$ cat config.mk
export PLATFORM = sky130hd
export DESIGN_NAME = blowfish128_sched_ctrl_flat
export DESIGN_NICKNAME = d
export VERILOG_FILES = /design/src/rtl/blowfish128_pkg.sv /design/src/rtl/blowfish128_sched_ctrl_if.sv /design/src/rtl/blowfish128_sched_timeout.sv /design/src/rtl/blowfish128_sched_ctrl.sv /design/src/flat_wrapper.sv
export SDC_FILE = /design/constraint.sdc
export NUM_CORES = 2
export LEC_CHECK = 0
export ABC_AREA = 1
export ABC_CLOCK_PERIOD_IN_PS = 1540
export BUFFER_PORTS_ARGS = -buffer_cell sky130_fd_sc_hd__buf_2
export CAP_MARGIN = 20
export CORE_AREA = 2 2 609 611
export DETAILED_ROUTE_END_ITERATION = 10
export DIE_AREA = 0 0 611 613
export PLACE_DENSITY_LB_ADDON = 0.2
export SLEW_MARGIN = 20
export SYNTH_ARGS = -nofsm -noshare
export SYNTH_HDL_FRONTEND = slang
export SYNTH_SLANG_ARGS = --single-unit
export TNS_END_PERCENT = 20
$ cat constraint.sdc
create_clock -name clk -period 1.54 [get_ports clk]
set_input_delay 0.308 -clock clk [delete_from_list [all_inputs] [get_ports clk]]
set_output_delay 0.308 -clock clk [all_outputs]
set_load 0.02 [all_outputs]
$ cat src/rtl/blowfish128_pkg.sv
`default_nettype none
// ============================================================================
//  Module      : blowfish128_pkg
//  Description : Shared widths, key-length limit and controller state
//                encoding for the Blowfish-128 scheduling controller.
//  Revision    : 1.0 - initial release
// ============================================================================
package blowfish128_pkg;

  localparam int BLK_W = 128;
  localparam int KEY_W = 512;
  localparam int ST_W  = 3;

  localparam logic [3:0] KEY_LEN_MAX = 4'd8;

  typedef logic [ST_W-1:0] state_t;

  localparam logic [ST_W-1:0] ST_IDLE     = 3'd0;
  localparam logic [ST_W-1:0] ST_KEYGEN   = 3'd1;
  localparam logic [ST_W-1:0] ST_KG_DRAIN = 3'd2;
  localparam logic [ST_W-1:0] ST_READY    = 3'd3;
  localparam logic [ST_W-1:0] ST_CORE     = 3'd4;
  localparam logic [ST_W-1:0] ST_RESP     = 3'd5;
  localparam logic [ST_W-1:0] ST_ERR      = 3'd6;

  // A key length counts 64-bit words; zero words or more than the bus holds is illegal.
  function automatic logic key_len_legal(input logic [3:0] len);
    return (len != 4'd0) && (len <= KEY_LEN_MAX);
  endfunction

endpackage
`default_nettype wire

$ cat src/rtl/blowfish128_sched_ctrl_if.sv
`default_nettype none
// ============================================================================
//  Module      : blowfish128_sched_ctrl_if
//  Description : Host-side key-load, block-request and response channels.
//                master = host, slave = scheduling controller.
//  Revision    : 1.0 - initial release
// ============================================================================
interface blowfish128_sched_ctrl_if;
  import blowfish128_pkg::*;

  logic             key_valid;
  logic             key_ready;
  logic [KEY_W-1:0] key_in;
  logic [3:0]       key_len;
  logic             req_valid;
  logic             req_ready;
  logic             req_encrypt;
  logic [BLK_W-1:0] req_data;
  logic             resp_valid;
  logic             resp_ready;
  logic [BLK_W-1:0] resp_data;

  modport master (
    output key_valid, key_in, key_len, req_valid, req_encrypt, req_data, resp_ready,
    input  key_ready, req_ready, resp_valid, resp_data
  );

  modport slave (
    input  key_valid, key_in, key_len, req_valid, req_encrypt, req_data, resp_ready,
    output key_ready, req_ready, resp_valid, resp_data
  );

endinterface
`default_nettype wire

$ cat src/rtl/blowfish128_sched_timeout.sv
`default_nettype none
// ============================================================================
//  Module      : blowfish128_sched_timeout
//  Description : Clearable cycle counter. expire_o flags the enabled cycle
//                whose increment would bring the count to LIMIT.
//  Revision    : 1.0 - initial release
// ============================================================================
module blowfish128_sched_timeout #(
  parameter int LIMIT = 4096
) (
  input  wire logic clk,
  input  wire logic rst,
  input  wire logic clr_i,
  input  wire logic en_i,
  output logic      expire_o
);

  localparam int CW = $clog2(LIMIT + 1);

  logic [CW-1:0] count_q;
  logic [CW-1:0] count_d;

  // Clear has priority so a new generation run always starts from zero.
  always_comb begin
    count_d = count_q;
    if (clr_i) begin
      count_d = '0;
    end else if (en_i) begin
      count_d = count_q + 1'b1;
    end
  end

  // Count register.
  always_ff @(posedge clk) begin
    if (rst) begin
      count_q <= '0;
    end else begin
      count_q <= count_d;
    end
  end

  assign expire_o = en_i && !clr_i && (count_q == CW'(LIMIT - 1));

endmodule
`default_nettype wire

$ cat src/rtl/blowfish128_sched_ctrl.sv
`default_nettype none
// ============================================================================
//  Module      : blowfish128_sched_ctrl
//  Description : Blowfish-128 sequencing controller. Latches the key, runs
//                the subkey generator for the cached direction, issues one
//                block at a time to the cipher core and returns the result.
//  Revision    : 1.0 - initial release
// ============================================================================
module blowfish128_sched_ctrl
  import blowfish128_pkg::*;
#(
  parameter int SKG_TIMEOUT = 4096
) (
  input  wire logic                   clk,
  input  wire logic                   rst,
  blowfish128_sched_ctrl_if.slave     bus,
  output logic                        sk_enable_o,
  output logic                        sk_encrypt_o,
  output logic [KEY_W-1:0]            sk_key_o,
  output logic [3:0]                  sk_key_length_o,
  input  wire logic                   sk_ready_i,
  output logic                        core_start_o,
  output logic                        core_encrypt_o,
  output logic [BLK_W-1:0]            core_din_o,
  input  wire logic                   core_done_i,
  input  wire logic [BLK_W-1:0]       core_dout_i,
  output logic                        sched_valid_o,
  output logic                        busy_o,
  output logic                        err_keylen_o,
  output logic                        err_timeout_o
);

  state_t           state_q, state_d;
  logic [KEY_W-1:0] key_q, key_d;
  logic [3:0]       len_q, len_d;
  logic             dir_q, dir_d;
  logic             sk_en_q, sk_en_d;
  logic             sched_valid_q, sched_valid_d;
  logic             pend_q, pend_d;
  logic [BLK_W-1:0] blk_q, blk_d;
  logic             start_q, start_d;
  logic             resp_valid_q, resp_valid_d;
  logic [BLK_W-1:0] resp_data_q, resp_data_d;
  logic             err_keylen_q, err_keylen_d;
  logic             err_timeout_q, err_timeout_d;

  logic key_ready_w, key_acc_w, key_legal_w;
  logic req_ready_w, req_acc_w, dir_change_w;
  logic tmo_clr_w, tmo_en_w, tmo_expire_w;

  // Key channel open only in quiescent states; key beats a simultaneous block request.
  assign key_ready_w  = !rst && ((state_q == ST_IDLE) || (state_q == ST_READY) || (state_q == ST_ERR));
  assign key_acc_w    = bus.key_valid && key_ready_w;
  assign key_legal_w  = key_len_legal(bus.key_len);
  assign req_ready_w  = !rst && (state_q == ST_READY) && !bus.key_valid;
  assign req_acc_w    = bus.req_valid && req_ready_w;
  assign dir_change_w = bus.req_encrypt != dir_q;

  // The timeout window opens whenever a generation run is started.
  assign tmo_clr_w = (key_acc_w && key_legal_w) || (req_acc_w && dir_change_w);
  assign tmo_en_w  = (state_q == ST_KEYGEN) || (state_q == ST_KG_DRAIN);

  blowfish128_sched_timeout #(
    .LIMIT (SKG_TIMEOUT)
  ) u_timeout (
    .clk      (clk),
    .rst      (rst),
    .clr_i    (tmo_clr_w),
    .en_i     (tmo_en_w),
    .expire_o (tmo_expire_w)
  );

  // Next-state and datapath-latch logic for the sequencing FSM.
  always_comb begin
    state_d       = state_q;
    key_d         = key_q;
    len_d         = len_q;
    dir_d         = dir_q;
    sk_en_d       = sk_en_q;
    sched_valid_d = sched_valid_q;
    pend_d        = pend_q;
    blk_d         = blk_q;
    start_d       = 1'b0;
    resp_valid_d  = resp_valid_q;
    resp_data_d   = resp_data_q;
    err_keylen_d  = err_keylen_q;
    err_timeout_d = err_timeout_q;

    case (state_q)
      ST_IDLE, ST_READY, ST_ERR: begin
        if (key_acc_w) begin
          sched_valid_d = 1'b0;
          pend_d        = 1'b0;
          if (key_legal_w) begin
            key_d         = bus.key_in;
            len_d         = bus.key_len;
            dir_d         = 1'b1;
            err_keylen_d  = 1'b0;
            err_timeout_d = 1'b0;
            // The generator must be seen idle before Enable is raised.
            if (sk_ready_i) begin
              state_d = ST_KG_DRAIN;
              sk_en_d = 1'b0;
            end else begin
              state_d = ST_KEYGEN;
              sk_en_d = 1'b1;
            end
          end else begin
            err_keylen_d = 1'b1;
            state_d      = ST_IDLE;
          end
        end else if (req_acc_w) begin
          blk_d = bus.req_data;
          if (dir_change_w) begin
            // P-array is for the other direction: regenerate, keep the block pending.
            dir_d         = bus.req_encrypt;
            sched_valid_d = 1'b0;
            pend_d        = 1'b1;
            if (sk_ready_i) begin
              state_d = ST_KG_DRAIN;
              sk_en_d = 1'b0;
            end else begin
              state_d = ST_KEYGEN;
              sk_en_d = 1'b1;
            end
          end else begin
            state_d = ST_CORE;
            start_d = 1'b1;
          end
        end
      end

      ST_KG_DRAIN: begin
        if (tmo_expire_w) begin
          state_d       = ST_ERR;
          err_timeout_d = 1'b1;
          sk_en_d       = 1'b0;
        end else if (!sk_ready_i) begin
          state_d = ST_KEYGEN;
          sk_en_d = 1'b1;
        end
      end

      ST_KEYGEN: begin
        if (sk_ready_i) begin
          sk_en_d       = 1'b0;
          sched_valid_d = 1'b1;
          if (pend_q) begin
            pend_d  = 1'b0;
            state_d = ST_CORE;
            start_d = 1'b1;
          end else begin
            state_d = ST_READY;
          end
        end else if (tmo_expire_w) begin
          state_d       = ST_ERR;
          err_timeout_d = 1'b1;
          sk_en_d       = 1'b0;
        end
      end

      ST_CORE: begin
        if (core_done_i) begin
          resp_data_d  = core_dout_i;
          resp_valid_d = 1'b1;
          state_d      = ST_RESP;
        end
      end

      ST_RESP: begin
        if (bus.resp_ready) begin
          resp_valid_d = 1'b0;
          state_d      = ST_READY;
        end
      end

      default: begin
        state_d = ST_IDLE;
        sk_en_d = 1'b0;
      end
    endcase
  end

  // State and latch registers; reset aborts any operation in flight.
  always_ff @(posedge clk) begin
    if (rst) begin
      state_q       <= ST_IDLE;
      key_q         <= '0;
      len_q         <= '0;
      dir_q         <= 1'b0;
      sk_en_q       <= 1'b0;
      sched_valid_q <= 1'b0;
      pend_q        <= 1'b0;
      blk_q         <= '0;
      start_q       <= 1'b0;
      resp_valid_q  <= 1'b0;
      resp_data_q   <= '0;
      err_keylen_q  <= 1'b0;
      err_timeout_q <= 1'b0;
    end else begin
      state_q       <= state_d;
      key_q         <= key_d;
      len_q         <= len_d;
      dir_q         <= dir_d;
      sk_en_q       <= sk_en_d;
      sched_valid_q <= sched_valid_d;
      pend_q        <= pend_d;
      blk_q         <= blk_d;
      start_q       <= start_d;
      resp_valid_q  <= resp_valid_d;
      resp_data_q   <= resp_data_d;
      err_keylen_q  <= err_keylen_d;
      err_timeout_q <= err_timeout_d;
    end
  end

  assign bus.key_ready  = key_ready_w;
  assign bus.req_ready  = req_ready_w;
  assign bus.resp_valid = resp_valid_q;
  assign bus.resp_data  = resp_data_q;

  assign sk_enable_o     = sk_en_q;
  assign sk_encrypt_o    = dir_q;
  assign sk_key_o        = key_q;
  assign sk_key_length_o = len_q;
  assign core_start_o    = start_q;
  assign core_encrypt_o  = dir_q;
  assign core_din_o      = blk_q;
  assign sched_valid_o   = sched_valid_q;
  assign busy_o          = (state_q != ST_IDLE) && (state_q != ST_READY);
  assign err_keylen_o    = err_keylen_q;
  assign err_timeout_o   = err_timeout_q;

endmodule
`default_nettype wire
$ cat src/flat_wrapper.sv
// flat-port wrapper written by rule: the top's interface ports become plain ports
module blowfish128_sched_ctrl_flat import blowfish128_pkg::*;
#(
  parameter int SKG_TIMEOUT = 4096
)
  (clk, rst, sk_enable_o, sk_encrypt_o, sk_key_o, sk_key_length_o, sk_ready_i, core_start_o, core_encrypt_o, core_din_o, core_done_i, core_dout_i, sched_valid_o, busy_o, err_keylen_o, err_timeout_o, bus_key_valid, bus_key_in, bus_key_len, bus_req_valid, bus_req_encrypt, bus_req_data, bus_resp_ready, bus_key_ready, bus_req_ready, bus_resp_valid, bus_resp_data);
  blowfish128_sched_ctrl_if bus_i ();
  input  wire logic clk;
  input  wire logic rst;
  output logic sk_enable_o;
  output logic sk_encrypt_o;
  output logic [KEY_W-1:0] sk_key_o;
  output logic [3:0] sk_key_length_o;
  input  wire logic sk_ready_i;
  output logic core_start_o;
  output logic core_encrypt_o;
  output logic [BLK_W-1:0] core_din_o;
  input  wire logic core_done_i;
  input  wire logic [BLK_W-1:0] core_dout_i;
  output logic sched_valid_o;
  output logic busy_o;
  output logic err_keylen_o;
  output logic err_timeout_o;
  input wire logic [$bits(bus_i.key_valid)-1:0] bus_key_valid;
  input wire logic [$bits(bus_i.key_in)-1:0] bus_key_in;
  input wire logic [$bits(bus_i.key_len)-1:0] bus_key_len;
  input wire logic [$bits(bus_i.req_valid)-1:0] bus_req_valid;
  input wire logic [$bits(bus_i.req_encrypt)-1:0] bus_req_encrypt;
  input wire logic [$bits(bus_i.req_data)-1:0] bus_req_data;
  input wire logic [$bits(bus_i.resp_ready)-1:0] bus_resp_ready;
  output wire logic [$bits(bus_i.key_ready)-1:0] bus_key_ready;
  output wire logic [$bits(bus_i.req_ready)-1:0] bus_req_ready;
  output wire logic [$bits(bus_i.resp_valid)-1:0] bus_resp_valid;
  output wire logic [$bits(bus_i.resp_data)-1:0] bus_resp_data;
  assign bus_i.key_valid = bus_key_valid;
  assign bus_i.key_in = bus_key_in;
  assign bus_i.key_len = bus_key_len;
  assign bus_i.req_valid = bus_req_valid;
  assign bus_i.req_encrypt = bus_req_encrypt;
  assign bus_i.req_data = bus_req_data;
  assign bus_i.resp_ready = bus_resp_ready;
  assign bus_key_ready = bus_i.key_ready;
  assign bus_req_ready = bus_i.req_ready;
  assign bus_resp_valid = bus_i.resp_valid;
  assign bus_resp_data = bus_i.resp_data;
  blowfish128_sched_ctrl #(.SKG_TIMEOUT(SKG_TIMEOUT)) u_core (.clk(clk), .rst(rst), .bus(bus_i), .sk_enable_o(sk_enable_o), .sk_encrypt_o(sk_encrypt_o), .sk_key_o(sk_key_o), .sk_key_length_o(sk_key_length_o), .sk_ready_i(sk_ready_i), .core_start_o(core_start_o), .core_encrypt_o(core_encrypt_o), .core_din_o(core_din_o), .core_done_i(core_done_i), .core_dout_i(core_dout_i), .sched_valid_o(sched_valid_o), .busy_o(busy_o), .err_keylen_o(err_keylen_o), .err_timeout_o(err_timeout_o));
endmodule
Yosys cells after proc, flatten, opt, wreduce, memory -nomap -nowiden:

Index checks and enable logic that the tools add are counted.
Widths: inputs -> output; s select.

* word-level logic and storage cells: 130
* input bits: 780
* memory bits (writable): 0
* memories kept: 0
* latch bits: 0
* output and inout port bits: 783
* bits in read-only memories: 0
* register bits: 796

* bitwise operators: 2
* divide/modulo/power cells: 0
* multiplexer cells: 52
* reductions and logical operators: 39
* $add $sub $neg: 1
* eq/ne operators: 21
* $lt $le $gt $ge: 1
* shifts and indexed selects: 0
* $mul: 0

Operator list (number)
* $mux 1: 33
* $mux 3: 10
* $pmux 3 s5: 1
* $add 13x1->13 const B: 1
* $eq 13x12->1 const B: 1
* $reduce_and 4->1: 3
* $logic_and 1x1->1: 11
* $ne 2x2->1 const B: 5
* $eq 3x3->1 const B: 3
* $ne 3x2->1 const B: 3
* $reduce_and 3->1: 3
* $pmux 1 s2: 4
* $reduce_bool 2->1: 4
* $eq 3x2->1 const B: 2
* $ne 3x1->1 const B: 2
* $reduce_and 6->1: 1
* $reduce_bool 3->1: 2
* $reduce_and 5->1: 1
* $le 4x4->1 const B: 1
* $logic_or 1x1->1: 4
* $mux 2: 2
* $ne 2x1->1 const B: 2
* $pmux 1 s4: 1
* $reduce_and 2->1: 2
* other kinds (10): 14

Logic depth before layout (Yosys ltp):

* depth after elaboration: 13
* mapped depth: 12
* depth with buffers taken out: 11

Modules after synthesis:

A second synthesis with hierarchy kept.

* cells, all modules: 3590
* area, all modules: 27910.5 um2

Modules (own cells, without submodules)
* blowfish128_sched_ctrl: area each 27258.6 um2, times used 1, sequential area each 15675.0 um2, cells an instance 3492
* blowfish128_sched_timeout: area each 651.9 um2, times used 1, sequential area each 260.2 um2, cells an instance 98

Least setup slack after synthesis:

No wires, ideal clock.

* path kind: reg2reg
* start: register u_core.state_q[1]
* end: register u_core.state_q[0]
* stages on the path, launching flop included: 13
* setup time: 0.132 ns
* period minus slack after synthesis: 1.794 ns
* buffers on the path: 1
* arrival: 1.662 ns
* data required time: 1.408 ns
* setup slack: -0.254 ns
* cells stage by stage: dfxtp_1 -> buf_2 -> inv_1 -> nand2_1 -> nand2_1 -> nand2_1 -> nand2_1 -> nor2_1 -> nand3_1 -> nand3_1 -> nand2_1 -> nand2_1 -> a21oi_1

* cells in the longest elaborated chain, start to end: 12
* elaborated cells on any way between the ends: 31
* those cells by class: 11 x eq/ne; 3 x mux; 17 x reduce/logical

RTL lines
* start: declaration: RTL line blowfish128_sched_ctrl.sv:33 `state_t state_q, state_d;`
* start signal: assignment: RTL line blowfish128_sched_ctrl.sv:201 `state_q <= state_d;`
* $eq 3x2->1 / $logic_not 3->1 (equally long branches): RTL line blowfish128_sched_ctrl.sv:52 `assign key_ready_w = !rst && ((state_q == ST_IDLE) || (state_q == ST_READY) || (state_q == ST_ERR));`
* $logic_or 1x1->1: RTL line blowfish128_sched_ctrl.sv:52
* $logic_or 1x1->1 (*): RTL line blowfish128_sched_ctrl.sv:52
* $logic_and 1x1->1 (*): RTL line blowfish128_sched_ctrl.sv:52
* named net bus_key_ready: RTL line flat_wrapper.sv:31 `output wire logic [$bits(bus_i.key_ready)-1:0] bus_key_ready;`
* $logic_and 1x1->1 (*): RTL line blowfish128_sched_ctrl.sv:53 `assign key_acc_w = bus.key_valid && key_ready_w;`
* $logic_and 1x1->1: RTL line blowfish128_sched_ctrl.sv:60 `assign tmo_clr_w = (key_acc_w && key_legal_w) || (req_acc_w && dir_change_w);`
* $logic_or 1x1->1: RTL line blowfish128_sched_ctrl.sv:60
* $logic_not 1->1: RTL line blowfish128_sched_timeout.sv:42 `assign expire_o = en_i && !clr_i && (count_q == CW'(LIMIT - 1));`
* $logic_and 1x1->1 (2 in a row): RTL line blowfish128_sched_timeout.sv:42
* $ne 3x2->1 (no line) / $mux 3 (equally long branches)
* $reduce_and 5->1 (no line) / $pmux 3 s5 (equally long branches)

The timed path passes the listed nets; every way through them passes the cells marked *.
A chain may end at the register's enable or synchronous reset.

Final worst setup path:

* start: register u_core.state_q[0]
* end: output port bus_key_ready

* cells in the longest elaborated chain, start to end: 4
* elaborated cells on any way between the ends: 6
* those cells by class: 2 x eq/ne; 4 x reduce/logical

RTL lines (RTL line)
* $eq 3x2->1 / $logic_not 3->1 (equally long branches): blowfish128_sched_ctrl.sv:52
* $logic_or 1x1->1: blowfish128_sched_ctrl.sv:52
* $logic_or 1x1->1 (*): blowfish128_sched_ctrl.sv:52
* $logic_and 1x1->1 (*): blowfish128_sched_ctrl.sv:52
* end: declaration: flat_wrapper.sv:31

Every way passes the cells marked *; elsewhere a longest branch is shown, timed or not.

==> key figures <==
Worst hold path
  • WHS Endpoint: u_core.sk_key_o[295]$_SDFFE_PP0P_
  • Worst Hold Class: in2reg
  • Worst hold start: rst
  • Hold depth: 6

Logic synthesis
  • Mapped Nets: 4353
  • Mapped cell area: 0.0280 mm²
  • Synth warnings: 0
  • EDFF count, synth: 0
  • Sequential area share after synthesis: 0.568
  • Asr flop ratio synth: 0
  • #FFs+latches synth: 796
  • Post-Syn Area per Cell: 7.85 µm²
  • Mapped Cells: 3572
  • Synth Flop Type: dfxtp_1
  • Distinct cells, synth: 32

Worst setup path
  • Critical Path Fanout Max: 4
  • Cells on worst reg2reg path: 14
  • Crit Path Class: reg2out
  • Worst Path Arrival: 1.98 ns
  • CP endpoint kind: output pin
  • R2r setup slk: -0.70 ns
  • WP data required: 1.23 ns
  • Reg-to-Reg End: u_core.sk_key_o[196]$_SDFFE_PP0P_
  • Crit path launch type: register
  • Critical R2R Launch: u_core.state_q[0]$_SDFFE_PP0P_

Clock network
  • CTS Sinks: 796
  • CTS root buffer: clkbuf_16
  • CTS HTree Levels: 3
  • Total CTS buffers: 115
  • Clock Latency Late Sink: 0.86 ns
  • CTS tree: built
  • Longest Clk Path Bufs: 4
  • CTS clk-pin slew, worst paths: 0.06 ns

Place
  • Placed cell count: 10000
  • Area post-placement: 0.0436 mm²
  • Placer congestion estimate: 0.917
  • Post-DP HPWL: 207 mm
  • I/O Buffers: 1562

Timing
  • Max Freq: 436 MHz
  • Setup ws final: -0.752 ns
  • RSZ-0062 raised after global routing: true
  • Final Critical Period: 2.29 ns
  • Slew @ Worst Pin: 0.941 ns
  • Final setup fails: 1579
  • Skew final: 0.0496 ns
  • Slew HR: 0.373
  • Hold WS: 0.119 ns
  • Crit share post-route: 1.49
  • Hold Fails Final Rpt: 0
  • Max Slew Vio Count: 0

Pwr
  • Worst IR Drop VDD: 1.05 mV
  • Pwr/cell area: 1300 mW/mm²
  • Leak: 26.6 nW
  • Tot Pwr: 0.0787 W

Floorplan
  • # IOs: 1563
  • Core footprint: 0.368 mm²
  • Die area: 0.375 mm²
  • Die width: 611 µm
  • Initial Util: 0.0762
  • Die height: 613 µm
  • Row count: 223

Layout
  • Area grow syn2layout: 116%
  • Final cell count without fillers: 11200
  • Fillers: 41900
  • Reg area: 0.0159 mm²
  • Finished Core Util: 0.164
  • Multi-input combinational cell area: 0.0123 mm²
  • Share of cells above drive strength 1: 0.402
  • Final #Nets: 6999
  • Cell area after layout: 0.0604 mm²

Route
  • Vias: 36000
  • Routed Antenna Nets: 0
  • Initial DRT Pass Iterations: 5
  • Drt drc: 0
  • DRT Wirelength: 259 mm
  • WL/cell: 23.2 µm
  • Starting DRT DRC Count: 1762
  • Vias per cell: 3.22

Global route
  • Total gr overflow: 0
  • First-pass GRT wire length: 335 mm
  • Initial antenna violation count: 115
  • Largest net degree at the start of global routing: 129
  • Total GRT Usage: 0.131
  • Vias in the first global route: 36600

Outcome
  • Failing checks: negative setup slack
  • Status: finished, violations left

Run
  • Max-capacitance violation count: 0
==> routing by layer <==
metal	part of all wire	up-vias	wire [µm]	track usage
li1	-	17000	-	-
met1	0.40	17300	104000	0.150
met2	0.48	1264	125000	0.229
met3	0.084	409	21800	0.0476
met4	0.034	16	8740	0.0345
met5	0.00034	-	87	0
==> state kept, by name (all words and copies together), names as in the netlist <==
| name | flops |
|---|---|
| u_core.u_timeout.count_q | 13 |
| u_core.pend_q | 1 |
| u_core.err_keylen_o | 1 |
| u_core.err_timeout_o | 1 |
| u_core.state_q | 3 |
| u_core.sched_valid_o | 1 |
| u_core.core_start_o | 1 |
| u_core.core_din_o | 128 |
| u_core.bus.resp_valid | 1 |
| u_core.sk_key_o | 512 |
| u_core.sk_enable_o | 1 |
| u_core.sk_key_length_o | 4 |
| u_core.bus.resp_data | 128 |
| u_core.core_encrypt_o | 1 |
==> area by class of cell <==
class,instances,share of cell area
sequential,796,0.264
clock inverter,60,0.0103
clock buffer,151,0.0523
timing repair inverter,3,0.00116
tap,4837,0.100
multi-input combinational,2477,0.203
timing repair buffer,2800,0.365
antenna,32,0.00132
inverter,25,0.00224
==> Yosys cell counts, types with 3 or more instances <==
library cell  instances  area, µm²
nor3_1                5       25.0
inv_1                21       78.8
nand2_1             182        683
a21oi_1             142        711
xnor2_1               6       52.6
buf_2                51        255
dfxtp_1             796      15900
inv_2                 4       15.0
buf_4                 7       52.6
xor2_1                3       26.3
buf_1                 3       11.3
o21ai_0             602       3010
clkbuf_1            176        661
nand3_1             148        741
or2_2                 3       18.8
buf_6                35        394
nand4_1               6       37.5
nor2_1             1318       4950
o21ai_1              49        245
==> cell usage in the layout (no fill, tap or decap), types with 3 or more instances in the layout <==
cell type      count
nor3_1             4
dfxtp_1          793
o21ai_0          509
nand3_1          144
clkbuf_8          15
nand4_1            6
a21oi_1          142
clkbuf_16        129
xnor2_1            6
clkinv_16          3
inv_6              5
nand3_4            4
dlygate4sd3_1    778
buf_8             28
buf_16            56
buf_6             65
inv_1             19
or2_2              3
o21ai_2           16
xor2_1             3
o21ai_1          125
diode_2           32
nor2_2           119
nor2_1          1039
buf_4            210
bufinv_16          9
nand2_4            6
buf_12            88
inv_4              3
bufbuf_16          4
clkinv_2          30
clkinvlp_4         7
buf_2           1557
clkbuf_1          21
nor2_4           161
clkinv_4           7
nand2_1          175
==> per-stage QoR <==
stage	setup slack, ns	TNS, ns
after floorplan	-0.101	-40.36
after global placement	-2.14	-998.29
after detailed placement	-1.68	-762.28
after CTS	-0.960	-552.74
after global routing	-0.895	-612.09
final	-0.752	-435.13
==> power breakdown <==
| part | switching (W) | total (W) | internal (W) | leakage (nW) |
|---|---|---|---|---|
| clock network | 0.0114 | 0.0274 | 0.0160 | 1.87 |
| logic | 0.0157 | 0.0268 | 0.0112 | 18.3 |
| registers | 0.00141 | 0.0245 | 0.0230 | 6.47 |
==> kinds of logic (layout without fill, tap and decap cells) <==
kind of cell,count (synthesis),count (layout),share of synthesized area
other,0,32,0
XOR/XNOR,9,9,0.00281
AND/OR/NAND/NOR,1668,1668,0.232
AO/OA/AOI/OAI,799,799,0.143
buffers and inverters,299,3039,0.0529
adder cells (fa/ha/maj),1,1,0.000446
flip-flops,796,796,0.568
==> repair_timing <==
| item | in CTS | in global routing |
|---|---|---|
| gates cloned | 56 | 14 |
| gates resized for setup | 453 | 387 |
| pin swaps | 57 | 69 |
| hold buffers | 778 | 0 |
| setup buffers | 75 | 36 |
| endpoints found under the hold margin | 780 | 0 |
| endpoints found under the setup margin | 1579 | 1579 |
==> worst max-delay path by stage <==
stage	startpoint	endpoint	slack, ns	cells after the start
finish	u_core.state_q[0]$_SDFFE_PP0P_	bus_key_ready	-0.75	9
global route	u_core.state_q[0]$_SDFFE_PP0P_	bus_key_ready	-0.90	9
CTS	u_core.state_q[0]$_SDFFE_PP0P_	bus_key_ready	-0.96	9
detailed placement	bus_key_len[0]	u_core.sk_key_length_o[1]$_SDFFE_PP0P_	-1.68	12
global placement	bus_key_len[1]	u_core.sk_key_length_o[1]$_SDFFE_PP0P_	-2.14	12
floorplan	u_core.state_q[1]$_SDFFE_PP0P_	u_core.sk_key_o[174]$_SDFFE_PP0P_	-0.10	12
==> worst max-delay path, cell delays in order (launching register included) <==
cell,delay (ns)
dfxtp_4,0.37
inv_4,0.04
buf_6,0.11
nand2_4,0.08
nand2_4,0.05
nand2_4,0.07
nand2_4,0.06
nor2_4,0.10
buf_6,0.15
buf_12,0.12
Note: power is estimated with default switching activity, not from simulation.
